`config.mk`:
```
export PLATFORM = sky130hd
export DESIGN_NAME = odo_rotation_engine
export DESIGN_NICKNAME = d
export VERILOG_FILES = /design/src/rtl/odo_pkg.sv /design/src/rtl/odo_rot_word.sv /design/src/rtl/odo_rotation_engine.sv
export SDC_FILE = /design/constraint.sdc
export NUM_CORES = 2
export LEC_CHECK = 0
export CORE_AREA = 2 2 500 502
export DETAILED_ROUTE_END_ITERATION = 10
export DIE_AREA = 0 0 502 504
export PLACE_DENSITY_LB_ADDON = 0.2
export SYNTH_ARGS = -nofsm -noshare
export SYNTH_HDL_FRONTEND = slang
export SYNTH_SLANG_ARGS = --single-unit
```
`constraint.sdc`:
```
create_clock -name clk -period 27.1 [get_ports clk]
set_input_delay 2.71 -clock clk [delete_from_list [all_inputs] [get_ports clk]]
set_output_delay 2.71 -clock clk [all_outputs]
set_load 0.02 [all_outputs]
```
`src/rtl/odo_pkg.sv`:
```
// odo_pkg: shared defaults and FSM encoding for the Odo rotation-mix engine.
package odo_pkg;
    localparam int ODO_NWORDS = 10;
    localparam int ODO_W = 64;
    localparam logic [31:0] ODO_ROTS = {8'd43, 8'd21, 8'd9, 8'd1};
    localparam logic [1:0] ST_IDLE = 2'd0;
    localparam logic [1:0] ST_RUN = 2'd1;
    localparam logic [1:0] ST_DONE = 2'd2;
endpackage

```
`src/rtl/odo_rot_word.sv`:
```
// odo_rot_word: H(x) = XOR of left rotations of one word by each ROTS tap.
module odo_rot_word
    import odo_pkg::*;
#(
    parameter int W = ODO_W,
    parameter int NROT = 4,
    parameter logic [8*NROT-1:0] ROTS = ODO_ROTS
) (
    input  logic [W-1:0] x,
    output logic [W-1:0] h
);
    always_comb begin
        logic [2*W-1:0] d;
        h = '0;
        d = '0;
        for (int j = 0; j < NROT; j++) begin
            // upper half of {x,x} shifted left is rotl(x, r)
            d = {x, x} << ROTS[8*j +: 8];
            h = h ^ d[2*W-1:W];
        end
    end
endmodule

```
`src/rtl/odo_rotation_engine.sv`:
```
// odo_rotation_engine: iterative Odo rotate/neighbour-XOR mix, one round per clock.
// Optional ODO_ROT_PERF_CNT_EN adds jobs_done / busy_cycles counters.
module odo_rotation_engine
    import odo_pkg::*;
#(
    parameter int NWORDS = ODO_NWORDS,
    parameter int W = ODO_W,
    parameter int SHIFT = 1,
    parameter int NROT = 4,
    parameter logic [8*NROT-1:0] ROTS = ODO_ROTS,
    parameter int MAX_ROUNDS = 15,
    parameter int RW = $clog2(MAX_ROUNDS + 1)
) (
    input  logic                  clk,
    input  logic                  rst,
    input  logic                  in_valid,
    output logic                  in_ready,
    input  logic [NWORDS*W-1:0]   in_state,
    input  logic [RW-1:0]         in_rounds,
    output logic                  out_valid,
    input  logic                  out_ready,
    output logic [NWORDS*W-1:0]   out_state,
    output logic                  busy
`ifdef ODO_ROT_PERF_CNT_EN
    ,
    output logic [31:0]           jobs_done,
    output logic [31:0]           busy_cycles
`endif
);
    logic [1:0] fsm;
    logic [NWORDS*W-1:0] state, hmix, mixed;
    logic [RW-1:0] cnt, load_cnt;
    logic accept;

    for (genvar i = 0; i < NWORDS; i++) begin : g_word
        odo_rot_word #(.W(W), .NROT(NROT), .ROTS(ROTS)) u_rot (
            .x(state[W*i +: W]),
            .h(hmix[W*i +: W])
        );
        assign mixed[W*i +: W] = hmix[W*i +: W] ^ state[W*((i + SHIFT) % NWORDS) +: W];
    end

    assign in_ready = (fsm == ST_IDLE) || (fsm == ST_DONE && out_ready);
    assign out_valid = (fsm == ST_DONE);
    assign busy = (fsm == ST_RUN);
    assign out_state = state;
    assign accept = in_valid && in_ready;
    assign load_cnt = (in_rounds > RW'(MAX_ROUNDS)) ? RW'(MAX_ROUNDS) : in_rounds;

    always_ff @(posedge clk or posedge rst) begin
        if (rst) begin
            fsm <= ST_IDLE;
            state <= '0;
            cnt <= '0;
        end else if (accept) begin
            state <= in_state;
            cnt <= load_cnt;
            fsm <= (load_cnt == '0) ? ST_DONE : ST_RUN;
        end else if (fsm == ST_RUN) begin
            state <= mixed;
            cnt <= cnt - RW'(1);
            if (cnt == RW'(1)) fsm <= ST_DONE;
        end else if (out_valid && out_ready) begin
            fsm <= ST_IDLE;
        end
    end

`ifdef ODO_ROT_PERF_CNT_EN
    always_ff @(posedge clk or posedge rst) begin
        if (rst) begin
            jobs_done <= '0;
            busy_cycles <= '0;
        end else begin
            if (out_valid && out_ready) jobs_done <= jobs_done + 32'd1;
            if (busy) busy_cycles <= busy_cycles + 32'd1;
        end
    end
`endif
endmodule

```
==> summary.md <==
| Metric | Value |
|---|---|
| Outcome | `completed` |
| Max-slew headroom | `0.215` |
| Sequential share of the synthesized area | `0.297` |
| Routability cong. | `0.946` |
| Dominant synthesized flop cell | `dfrtp_1` |
| Mapped cell area | `around 54000 µm²` |
| Core Rows | `approximately 180` |
| Max-cap violations | `0` |
| Yosys reg bits | `646` |
| Worst Setup Slack, final | `about 19 ns` |
| Fmax | `roughly 120 MHz` |
| CTS Hold Bufs | `0` |
| CP max FO | `around 220` |
| First-pass GRT wire length | `between 400000 and 500000 µm` |
| Grt total ovfl | `0` |
| Via count | `about 48000` |
| Least-Margin Pin Slew | `between 1 and 1.5 ns` |
| Final Critical Period | `roughly 8.5 ns` |
| Vias in the first global route | `about 47000` |
| CP arrival | `about 9 ns` |
| DP HPWL | `274000 µm` |
| Post-CTS Setup Bufs | `0` |
| Final setup viols | `0` |
| Synth Warn # | `0` |
| Crit. End Element | `flop` |
| Wirelength, routed | `351000 µm` |
| Final ANT Viol Nets | `0` |
| CP required | `27.66 ns` |
| DR pass1 iterations | `6` |
| Final Cycle Share | `0.312` |
| Critical path launch point type | `input port` |
| Largest net degree at the start of global routing | `approximately 250` |
| Initial Utilization | `0.220` |
| CTS root buf | `clkbuf_16` |
| Hold slack | `about 0.55 ns` |
| EDFF count, synth | `0` |
| Pre-CTS setup slack | `18.21 ns` |
| Die X | `around 500 µm` |
| Post-synthesis async set-or-reset flop share | `1.00` |
| H-tree depth | `3` |
| Clock sinks | `about 650` |
| Vert. Die Dim | `approximately 500 µm` |
| GRT Util Overall | `0.268` |
| Post-DP Area | `approximately 69000 µm²` |
| Gate Count Post-Synth | `roughly 5600` |
| Slew Viols, Final | `0` |
| Num CTS Buffers | `just over 90` |
| DRC viols | `0` |
| Hold Path Class | `reg -> reg` |
| Post-Route Setup TNS | `0 ns` |
| Core Area | `between 200000 and 250000 µm²` |
| Area growth from synthesis to layout | `32.2%` |
| Final instance area | `between 70000 and 80000 µm²` |
| Fin Clk Skew | `0.0254 ns` |
| Initial DRC count | `5521` |
| CTS max path bufs | `3` |
| TritonCTS clock tree | `built` |
| Clock Latency Late Sink | `0.75 ns` |
| Initial antenna violation count | `44` |
| Post-synth net total | `between 6000 and 7000` |
| PortBufs | `1290` |
| Layout cell share with drive strength beyond 1 | `0.0362` |
| RSZ-0062 raised after global routing | `no` |
| # IOs | `1291` |
| Number of distinct library cells after synthesis | `28` |
| DR vias/cell | `4.91` |
| Syn avg cell area | `9.66 µm²` |
| Full die area | `253000 µm²` |
| WS Path Type | `in -> reg` |
| CTS clk-pin slew, worst paths | `about 0.06 ns` |
| WL per Instance | `between 30 and 40 µm` |
| Final hold violation count | `0` |
| Final nets | `~7000` |
| Post-cts gate resize count | `0` |
## critical path, stage by stage
cell and delay, ns:
clkdlybuf4s50_1 0.66, nand2b_1 0.15, a21oi_4 0.16, buf_4 0.84, buf_4 0.76, buf_4 0.76
buf_4 0.90, buf_4 0.72, buf_12 0.56, a31oi_1 0.17
## cell families (layout without fill, tap and decap cells)
kind of cell	after synthesis	count (layout)	share of synthesized area
flops	646	646	0.297
other cells	0	20	0
mux	1	1	0.000184
xor+xnor	1685	1685	0.433
compound gates	651	651	0.0747
simple gates	1938	1938	0.134
fa+ha+maj	2	2	0.000459
buf+inv	720	1545	0.0614
## cell usage in the layout (no fill, tap or decap), types with 6 or more instances in the layout
cell / count
a31oi_1: 640
buf_4: 81
clkbuf_1: 19
clkbuf_16: 94
clkbuf_8: 28
clkdlybuf4s50_1: 1290
clkinv_2: 14
dfrtp_1: 646
diode_2: 20
nand2_1: 1285
nor2_1: 643
o21ai_0: 6
xnor2_1: 641
xnor3_1: 640
xor2_1: 404
## through the flow
stage          utilization  instances
2_1_floorplan            -       5643
3_3_place_gp         0.279       9633
4_1_cts              0.291       9798
6_report             0.291       9818
3_5_place_dp         0.279       9633
5_1_grt              0.291       9811
## final cells by class
| cell class | instances | area (µm²) |
|---|---|---|
| diodes | 20 | 50.0 |
| clock buffers | 141 | 2810 |
| clock inverters | 24 | 228 |
| fillers | 26137 | 175000 |
| inverters | 5 | 26.3 |
| multi-input cells | 4277 | 35000 |
| flip-flops and latches | 646 | 16200 |
| well taps | 3330 | 4170 |
| repair buffers | 1375 | 13600 |
## flip-flops by register name (all words and copies together) (netlist names)
name	count
cnt	4
fsm	2
out_state	640
## cell usage after synthesis, types with 3 or more instances
| library cell | count | share of area |
|---|---|---|
| xor2_1 | 404 | 0.065 |
| buf_2 | 392 | 0.036 |
| clkbuf_2 | 8 | 0.00073 |
| nand2b_1 | 3 | 0.00034 |
| a31oi_1 | 640 | 0.073 |
| nand2_1 | 1285 | 0.089 |
| dfrtp_1 | 646 | 0.30 |
| xnor3_1 | 640 | 0.26 |
| nor2_1 | 643 | 0.044 |
| inv_1 | 5 | 0.00034 |
| o21ai_0 | 6 | 0.00055 |
| clkbuf_1 | 263 | 0.018 |
| xnor2_1 | 641 | 0.10 |
| buf_1 | 18 | 0.0012 |
| buf_6 | 4 | 0.00083 |
| buf_4 | 30 | 0.0041 |
## routing by layer
metal	global-route usage	vias to the layer above	routed length, µm
met5	0	-	85
met1	0.367	24938	151000
met3	0.0530	444	29200
met4	0.101	14	14800
met2	0.414	2914	156000
li1	-	19905	-
## final timing paths
check	from	to	cells past startpoint	slack (ns)
hold / removal	out_state[276]	out_state[276]	2	0.55
setup reg to reg	fsm[0]	out_state[446]	9	20.73
min in group asynchronous	rst	out_state[162]	2	2.53
setup / recovery	out_ready	out_state[446]	10	18.64
hold reg to reg	out_state[276]	out_state[276]	2	0.55
max in group asynchronous	rst	out_state[451]	5	21.36
Power is left out: the tool's default activity adds up to more than one toggle a clock period on the data nets, which glitch-free logic cannot reach.
